==> src/rtl/quad_pkg.sv <==
// -----------------------------------------------------------------------------
// quad_pkg
// Shared types and helpers for the quadrature decoder.
//   phase_e      : 2-bit phase {a,b}, named in Gray order of an up rotation
//   step_e       : classification of a phase change
//   DIR_UP/DIR_DN: values driven on the decoder's down output
//   phase_step() : maps (previous phase, new phase) to a step kind
// -----------------------------------------------------------------------------
package quad_pkg;

  typedef enum logic [1:0] {
    PH00 = 2'b00,
    PH01 = 2'b01,
    PH11 = 2'b11,
    PH10 = 2'b10
  } phase_e;

  typedef enum logic [1:0] {
    STEP_NONE = 2'd0,
    STEP_UP   = 2'd1,
    STEP_DN   = 2'd2,
    STEP_ILL  = 2'd3
  } step_e;

  localparam logic DIR_UP = 1'b0;
  localparam logic DIR_DN = 1'b1;

  // Up rotation is 00 -> 01 -> 11 -> 10 -> 00. Any change of both bits at
  // once cannot be attributed to a direction and is reported as illegal.
  function automatic step_e phase_step(input phase_e prev, input phase_e curr);
    logic [1:0] prev_bits;
    logic [1:0] curr_bits;
    phase_e     fwd;
    prev_bits = prev;
    curr_bits = curr;
    case (prev)
      PH00:    fwd = PH01;
      PH01:    fwd = PH11;
      PH11:    fwd = PH10;
      default: fwd = PH00;
    endcase
    if (curr_bits == prev_bits) begin
      return STEP_NONE;
    end
    if ((curr_bits ^ prev_bits) == 2'b11) begin
      return STEP_ILL;
    end
    if (curr == fwd) begin
      return STEP_UP;
    end
    return STEP_DN;
  endfunction

endpackage

==> src/rtl/quad_filt.sv <==
// -----------------------------------------------------------------------------
// quad_filt
// One quadrature channel: multi-flop synchronizer followed by a debounce
// filter that accepts a new level only after it has been stable for FILT_LEN
// consecutive cycles.
// Ports:
//   clk, rst : clock, asynchronous active-high reset
//   i_raw    : raw channel input, asynchronous to clk
//   i_load   : load the filtered value straight from the synchronizer
//   i_en     : filter enable; while low the stability counter is held clear
//   o_sync   : synchronized (unfiltered) level
//   o_filt   : filtered level
// -----------------------------------------------------------------------------
module quad_filt #(
  parameter int SYNC_STAGES = 2,
  parameter int FILT_LEN    = 4
) (
  input  logic clk,
  input  logic rst,
  input  logic i_raw,
  input  logic i_load,
  input  logic i_en,
  output logic o_sync,
  output logic o_filt
);

  localparam int CW = (FILT_LEN > 1) ? $clog2(FILT_LEN) : 1;

  logic [SYNC_STAGES-1:0] r_sync;
  logic [SYNC_STAGES-1:0] w_sync_d;
  logic [CW-1:0]          r_cnt;
  logic                   r_filt;
  logic                   w_sync;
  logic                   w_diff;

  genvar gi;
  generate
    for (gi = 0; gi < SYNC_STAGES; gi++) begin : g_sync
      if (gi == 0) begin : g_first
        assign w_sync_d[gi] = i_raw;
      end else begin : g_rest
        assign w_sync_d[gi] = r_sync[gi-1];
      end
    end
  endgenerate

  assign w_sync = r_sync[SYNC_STAGES-1];
  assign w_diff = w_sync ^ r_filt;

  always_ff @(posedge clk or posedge rst) begin
    if (rst) begin
      r_sync <= '0;
      r_filt <= 1'b0;
      r_cnt  <= '0;
    end else begin
      r_sync <= w_sync_d;
      if (i_load) begin
        r_filt <= w_sync;
        r_cnt  <= '0;
      end else if (i_en && w_diff) begin
        // The count reaching FILT_LEN-1 while still differing means this is
        // the FILT_LEN-th consecutive differing cycle.
        if (r_cnt == CW'(FILT_LEN - 1)) begin
          r_filt <= w_sync;
          r_cnt  <= '0;
        end else begin
          r_cnt <= r_cnt + CW'(1);
        end
      end else begin
        r_cnt <= '0;
      end
    end
  end

  assign o_sync = w_sync;
  assign o_filt = r_filt;

endmodule

==> src/rtl/quad_decoder.sv <==
// -----------------------------------------------------------------------------
// quad_decoder
// Quadrature decoder: synchronizes and debounces channels A/B, tracks the
// phase {a,b} and emits one-cycle step pulses with a direction flag for a
// downstream up/down counter. Illegal (double-bit) phase jumps set a sticky
// error flag.
// Ports:
//   clk     : clock, rising edge
//   rst     : asynchronous active-high reset
//   qa, qb  : quadrature channels, asynchronous to clk
//   run     : gates en; steps seen while low are dropped
//   clr_err : synchronous clear of err (an illegal jump in the same cycle wins)
//   en      : one-cycle step pulse
//   down    : direction of the last valid step (1 = down)
//   err     : sticky illegal-transition flag
// -----------------------------------------------------------------------------
module quad_decoder
  import quad_pkg::*;
#(
  parameter int SYNC_STAGES = 2,
  parameter int FILT_LEN    = 4
) (
  input  logic clk,
  input  logic rst,
  input  logic qa,
  input  logic qb,
  input  logic run,
  input  logic clr_err,
  output logic en,
  output logic down,
  output logic err
);

  localparam int INIT_LEN = SYNC_STAGES + FILT_LEN;
  localparam int ICW      = $clog2(INIT_LEN);

  // Bit 1 carries channel A and bit 0 channel B so the pair reads as a phase.
  logic [1:0]     w_raw;
  logic [1:0]     w_sync;
  logic [1:0]     w_filt;
  logic           w_load;
  logic [ICW-1:0] r_init_cnt;
  logic           r_init_done;
  phase_e         w_phase;
  phase_e         r_phase_prev;
  step_e          w_step;
  logic           w_valid;
  logic           r_en;
  logic           r_down;
  logic           r_err;

  assign w_raw = {qa, qb};

  genvar gi;
  generate
    for (gi = 0; gi < 2; gi++) begin : g_chan
      quad_filt #(
        .SYNC_STAGES(SYNC_STAGES),
        .FILT_LEN   (FILT_LEN)
      ) u_filt (
        .clk   (clk),
        .rst   (rst),
        .i_raw (w_raw[gi]),
        .i_load(w_load),
        .i_en  (r_init_done),
        .o_sync(w_sync[gi]),
        .o_filt(w_filt[gi])
      );
    end
  endgenerate

  // The filtered pair is the phase register; r_phase_prev is its value one
  // cycle earlier, so a step is decoded in the cycle after the phase moves.
  assign w_phase = phase_e'(w_filt);
  assign w_step  = phase_step(r_phase_prev, w_phase);
  assign w_valid = (w_step == STEP_UP) || (w_step == STEP_DN);

  // Init window lets the synchronizers fill before the filters and phase
  // are seeded from the current input levels, so power-up levels never
  // look like a step.
  assign w_load = !r_init_done && (r_init_cnt == ICW'(INIT_LEN - 1));

  always_ff @(posedge clk or posedge rst) begin
    if (rst) begin
      r_init_cnt  <= '0;
      r_init_done <= 1'b0;
    end else if (!r_init_done) begin
      if (w_load) begin
        r_init_done <= 1'b1;
      end else begin
        r_init_cnt <= r_init_cnt + ICW'(1);
      end
    end
  end

  always_ff @(posedge clk or posedge rst) begin
    if (rst) begin
      r_phase_prev <= PH00;
    end else if (w_load) begin
      r_phase_prev <= phase_e'(w_sync);
    end else if (r_init_done) begin
      r_phase_prev <= w_phase;
    end
  end

  always_ff @(posedge clk or posedge rst) begin
    if (rst) begin
      r_en   <= 1'b0;
      r_down <= 1'b0;
      r_err  <= 1'b0;
    end else if (r_init_done) begin
      // The !r_en term guarantees a gap between pulses even if the two
      // channels are accepted on adjacent cycles.
      r_en <= w_valid && run && !r_en;
      if (w_valid) begin
        r_down <= (w_step == STEP_DN) ? DIR_DN : DIR_UP;
      end
      if (w_step == STEP_ILL) begin
        r_err <= 1'b1;
      end else if (clr_err) begin
        r_err <= 1'b0;
      end
    end else begin
      r_en <= 1'b0;
    end
  end

  assign en   = r_en;
  assign down = r_down;
  assign err  = r_err;

endmodule

==> config.mk <==
export PLATFORM = sky130hd
export DESIGN_NAME = quad_decoder
export DESIGN_NICKNAME = d
export VERILOG_FILES = /design/src/rtl/quad_pkg.sv /design/src/rtl/quad_filt.sv /design/src/rtl/quad_decoder.sv
export SDC_FILE = /design/constraint.sdc
export NUM_CORES = 1
export LEC_CHECK = 0
export CORE_UTILIZATION = 53
export CTS_CLUSTER_DIAMETER = 150
export DETAILED_ROUTE_END_ITERATION = 8
export GPL_ROUTABILITY_DRIVEN = 0
export GPL_TIMING_DRIVEN = 0
export PLACE_DENSITY = 0.76
export SLEW_MARGIN = 5
export SYNTH_ARGS = -nofsm -noshare
export SYNTH_HDL_FRONTEND = slang
export SYNTH_SLANG_ARGS = --single-unit
==> constraint.sdc <==
create_clock -name clk -period 1.8 [get_ports clk]
set_clock_uncertainty 0.05 [all_clocks]
set_input_delay 0.45 -clock clk [delete_from_list [all_inputs] [get_ports clk]]
set_output_delay 0.45 -clock clk [all_outputs]
set_load 0.01 [all_outputs]
Yosys cells after proc, flatten, opt, wreduce, memory -nomap -nowiden
Index checks and enable logic that the tools add are counted.

operators by class
  add/subtract/negate cells = 3
  eq/ne operators = 11
  muxes and demuxes = 33
  bitwise operators = 5
  reduce and logical (&&, ||, !) cells = 20

operators with widths
  kind                   count
  $mux W2                14
  $mux W1                18
  $eq A2 B2 Y1 const B   6
  $reduce_bool A2 Y1     6
  $reduce_and A2 Y1      5
  $pmux W2 S3            1
  $logic_and A1 B1 Y1    5
  $add A2 B1 Y2 const B  2
  $eq A2 B1 Y1 const B   2
  $eq A2 B2 Y1           2
  $add A3 B1 Y3 const B  1
  $eq A3 B3 Y1 const B   1
  $logic_not A1 Y1       2
  $logic_not A2 Y1       1
  $not A1 Y1             2
  $xor A1 B1 Y1          2
  $xor A2 B2 Y2          1
  $logic_or A1 B1 Y1     1

storage, ports and cells
  register bits after elaboration = 19
  input port bits = 6

Logic depth before layout (Yosys ltp)
Gate-level depths: netlist (run 1).

  depth in word-level cells = 14
  gate-level depth with buffers = 6
  depth with buffers taken out = 6

By module
From an unflattened synthesis (run 1), not the netlist that was laid out.

second synthesis, totals
  cell total of the unflattened synthesis = 71
  area, all modules = 872.1 um^2

by module, submodules not included
  module        instances  cells an instance  area an instance (um^2)  sequential area each (um^2)
  quad_decoder  1          45                 499.2                    225.2
  quad_filt     2          13                 186.4                    125.1

Worst setup path after synthesis (run 1)
OpenSTA, ideal clock, no wires.

  path type = register to register
  from = reg g_chan[1].u_filt.r_filt
  to = reg r_down (netlist: down)
  library setup time = 0.104 ns
  arrival time = 1.294 ns
  required time = 1.646 ns
  path slack = 0.352 ns
  stages on the path, launching flop included = 6
  path buffers = 0
  period minus slack after synthesis = 1.448 ns
  cells stage by stage = dfrtp_1 xor2_1 inv_1 ha_1 nand2_1 o41ai_2

on the way
  cells in the longest elaborated chain, start to end = 10

ends and longest elaborated chain
  element                                               RTL line                                 text
  from (decl)                                           quad_filt.sv:32                          logic r_filt;
  from (signal assigned)                                quad_filt.sv:58                          r_filt <= w_sync;
  from (signal assigned)                                quad_filt.sv:64                          r_filt <= w_sync;
  $xor A2 B2 Y2 / $eq A2 B2 Y1 (equally long branches)  quad_pkg.sv:45, quad_pkg.sv:48
  $eq A2 B2 Y1 / $mux W1 (equally long branches)        quad_pkg.sv:45, quad_pkg.sv:48
  $mux W2 / $mux W1 (equally long branches)             quad_pkg.sv:45, quad_pkg.sv:48
  $mux W2 / $mux W1 (equally long branches)             quad_pkg.sv:48, quad_pkg.sv:45
  $mux W2                                               quad_pkg.sv:51                           return STEP_DN;
  $mux W2                                               quad_pkg.sv:48                           if (curr == fwd) begin
  $mux W2 *                                             quad_pkg.sv:45                           if ((curr_bits ^ prev_bits) == 2'b11) begin
  $eq A2 B1 Y1 / $eq A2 B2 Y1 (equally long branches)   quad_decoder.sv:76, quad_decoder.sv:116
  $logic_or A1 B1 Y1                                    quad_decoder.sv:76                       assign w_valid = (w_step == STEP_UP) || (w_step == STEP_DN);
  $reduce_and A2 Y1 (no line)                           -
  to (signal assigned)                                  quad_decoder.sv:116                      r_down <= (w_step == STEP_DN) ? DIR_DN : DIR_UP;
  to (decl)                                             quad_decoder.sv:49                       logic r_down;

Mark *: on every way between the ends. The rest lies on a longest branch, timed or not. The select of a mux whose other input is x is not followed.
A chain may end at the register's enable or synchronous reset.

Final worst setup path (run 1)
  from = reg r_err (netlist: err)
  to = out err

RTL lines
  element                 RTL line             text
  from (decl)             quad_decoder.sv:50   logic r_err;
  from (signal assigned)  quad_decoder.sv:110  r_err <= 1'b0;
  from (signal assigned)  quad_decoder.sv:119  r_err <= 1'b1;
  from (signal assigned)  quad_decoder.sv:121  r_err <= 1'b0;
  to (decl)               quad_decoder.sv:31   output logic err

No word-level cell between the ends.

==> results of run 1 <==
==> final timing paths <==
check,cells after the start,slack (ns),end,from
max,1,0.12,err,err
min,0,0.31,g_chan[1].u_filt.r_sync[1],g_chan[1].u_filt.r_sync[0]
max in group asynchronous,2,0.74,en,rst
min in group asynchronous,2,0.52,g_chan[1].u_filt.r_cnt[0],rst
min reg2reg,0,0.31,g_chan[1].u_filt.r_sync[1],g_chan[1].u_filt.r_sync[0]
max reg2reg,5,0.19,down,g_chan[1].u_filt.o_filt
==> through the flow <==
step / cells / setup WS (ns) / hold WS (ns) / instance area (µm²)
6_report: 96 / 0.117 / 0.307 / 960
5_1_grt: 96 / 0.0498 / 0.319 / 960
4_1_cts: 96 / 0.105 / 0.313 / 960
3_5_place_dp: 92 / 0.215 / 0.290 / 933
3_3_place_gp: 92 / 0.258 / 0.283 / 933
2_1_floorplan: 69 / 0.352 / 0.281 / 835
==> area by class of cell <==
class	count	area (µm²)	area share (%)
Clock buffer	4	26.3	2.74
Sequential cell	19	475	49.5
Multi-Input combinational cell	44	335	34.9
Inverter	5	18.8	1.96
Timing Repair Buffer	8	80.1	8.34
Tap cell	15	18.8	1.96
Buffer	1	5.00	0.522
==> registers in the layout, summed over array words and instances, names as in the netlist <==
signal	flops
en	1
g_chan.u_filt.o_filt	2
err	1
r_init_cnt	3
down	1
g_chan.u_filt.r_cnt	4
g_chan.u_filt.r_sync	4
r_init_done	1
r_phase_prev	2
==> routing by layer <==
metal | wire, µm | track usage [%] | vias to the layer above
li1 | - | - | 253
met1 | 523 | 21.5 | 241
met2 | 582 | 28.4 | 8
met3 | 32 | 3.91 | 2
met4 | 11 | 9.68 | 0
met5 | 0 | 0 | -
==> cell usage after synthesis (all sizes together) <==
master	instances	area share, %
xnor2	3	3.1
a22o	1	1.0
xor2	5	5.2
and3b	1	1.0
nand2	9	4.0
mux2i	2	2.4
and3	2	1.5
ha	7	10
nor2	2	0.90
inv	5	2.2
dfrtp	19	57
nor3	2	1.2
o41ai	1	1.9
o21ai	2	1.2
mux2	2	2.7
a21oi	4	2.4
nor3b	1	0.90
buf	1	0.60
==> power by group through the flow <==
stage                     sequential, mW  clock (mW)  combinational [mW]
after floorplan                    0.655           0               0.432
after global placement             0.652           0               0.567
after detailed placement           0.662           0               0.587
after CTS                          0.653       0.211               0.591
after global routing               0.670       0.232               0.681
final                              0.651       0.204               0.580
==> cell families after synthesis <==
family	Yosys count
muxes	4
AOI/OAI and AO/OA	8
DFF	19
xor gates and xnor gates	8
and+or+nand+nor	17
adders and majority gates	7
buffers and inverters	6
==> impl_metrics.env, run 1 <==
export IMPL_status="complete, no violations"
export IMPL_start_util_pct=60.4
export IMPL_pwr_share_comb_pct=40.4
export IMPL_slew_violations=0
export IMPL_io_pins=9
export IMPL_total_power_mw=1.44
export IMPL_period_needed_ns=1.68
export IMPL_cts_buffers=3
export IMPL_finalCritPeriodShare_pct=93.5
export IMPL_die_x_um=41.7
export IMPL_grt_pass1_wl_um=2240
export IMPL_synth_fp_nets=82
export IMPL_wl_um=1150
export IMPL_leakage_nw=0.458
export IMPL_swShare_pct=34.5
export IMPL_cts_resized=0
export IMPL_clock_latency_ns=0.29
export IMPL_synthCells=69
export IMPL_power_switching_mw=0.495
export IMPL_drtPass1Iterations=2
export IMPL_p_seq_share_pct=45.4
export IMPL_drc_errors=0
export IMPL_end_kind="output port"
export IMPL_grt_setup_unrepaired="no"
export IMPL_post_cts_repair_setup_buffers=0
export IMPL_final_nets=95
export IMPL_grt_start_max_net_pins=20
export IMPL_ys_seq_area_share_pct=57.0
export IMPL_synth_area_um2=835
export IMPL_die_area_um2=1740
export IMPL_n_antenna_cell=0
export IMPL_layout_commonest_cell="dfrtp_1"
export IMPL_syn_to_final_growth_pct=15.0
export IMPL_clock_path_buffers=2
export IMPL_hpwl_um=863
export IMPL_ys_types=18
export IMPL_tritoncts="built"
export IMPL_crit_required_ns=1.30
export IMPL_critPathTopFamily="buffers and inverters"
export IMPL_hp_class="register to register"
export IMPL_cp_max_fo=2
export IMPL_yosys_warnings=0
export IMPL_ant_nets=0
export IMPL_max_slew_margin_pct=52.9
export IMPL_htree_levels=1
export IMPL_track_usage_pct=17.5
export IMPL_clk_pin_slew_ns=0.10
export IMPL_final_cell_mix="dfrtp_1 (19), nand2_1 (9), clkdlybuf4s50_1 (8)"
export IMPL_synthSimpleGateAreaFrac_pct=9.60
export IMPL_synthXorXnorAreaFrac_pct=8.40
export IMPL_fillers=113
export IMPL_wl_per_cell_um=12.0
export IMPL_cp_slowest_cell="clkdlybuf4s50_1"
export IMPL_viasPerCell=5.25
export IMPL_vias=504
export IMPL_fp_coreArea_um2=1380
export IMPL_numPortBuffers=8
export IMPL_power_density_nw_per_um2=1500
export IMPL_cp_slowest_stage_delay_ns=0.53
export IMPL_synth_compound_area_share_pct=6.60
export IMPL_root_buffer="clkbuf_4"
export IMPL_worst_path_buf_inv=1
export IMPL_grt_ovfl_total=0
export IMPL_cts_hold_buffers=0
export IMPL_antenna_found_initial=0
export IMPL_synth_top_family_by_area="adder cells"
export IMPL_critPathLaunchType="register"
export IMPL_worstPathCellList="clkdlybuf4s50_1"
export IMPL_arrival_ns=1.18
export IMPL_fin_tns_setup_ns=0
export IMPL_grt_pass1_vias=506
export IMPL_syn_avg_cell_area_um2=12.1
export IMPL_ir_drop_mv=0.681
export IMPL_drive_gt1_share_pct=6.17
export IMPL_intPower_mw=0.941
export IMPL_synth_seq_cells=19
export IMPL_rows=13
export IMPL_utilization_pct=69.4
export IMPL_clock_fmax_mhz=594
export IMPL_worstMarginPinSlew_ns=0.706
export IMPL_hold_viol=0
export IMPL_die_h_um=41.7
export IMPL_maxCapViolations=0
export IMPL_synthMuxAreaShare_pct=5.10
export IMPL_path_class="register to output port"
export IMPL_synthAdderAreaFrac_pct=10.5
export IMPL_clockPowerShare_pct=14.2
export IMPL_drtIter0Drc=3
export IMPL_setup_viol=0
export IMPL_clock_sinks=19
(Power assumes the default switching activity.)
==> inputs of run 2 (changes only) <==
--- a/config.mk
+++ b/config.mk
@@ -5,6 +5,7 @@
 export SDC_FILE = /design/constraint.sdc
 export NUM_CORES = 1
 export LEC_CHECK = 0
+export ABC_CLOCK_PERIOD_IN_PS = 1800
 export CORE_UTILIZATION = 53
 export CTS_CLUSTER_DIAMETER = 150
 export DETAILED_ROUTE_END_ITERATION = 8
==> results of run 2 <==
The final DEF is identical to that of run 1; final timing and power are the same.
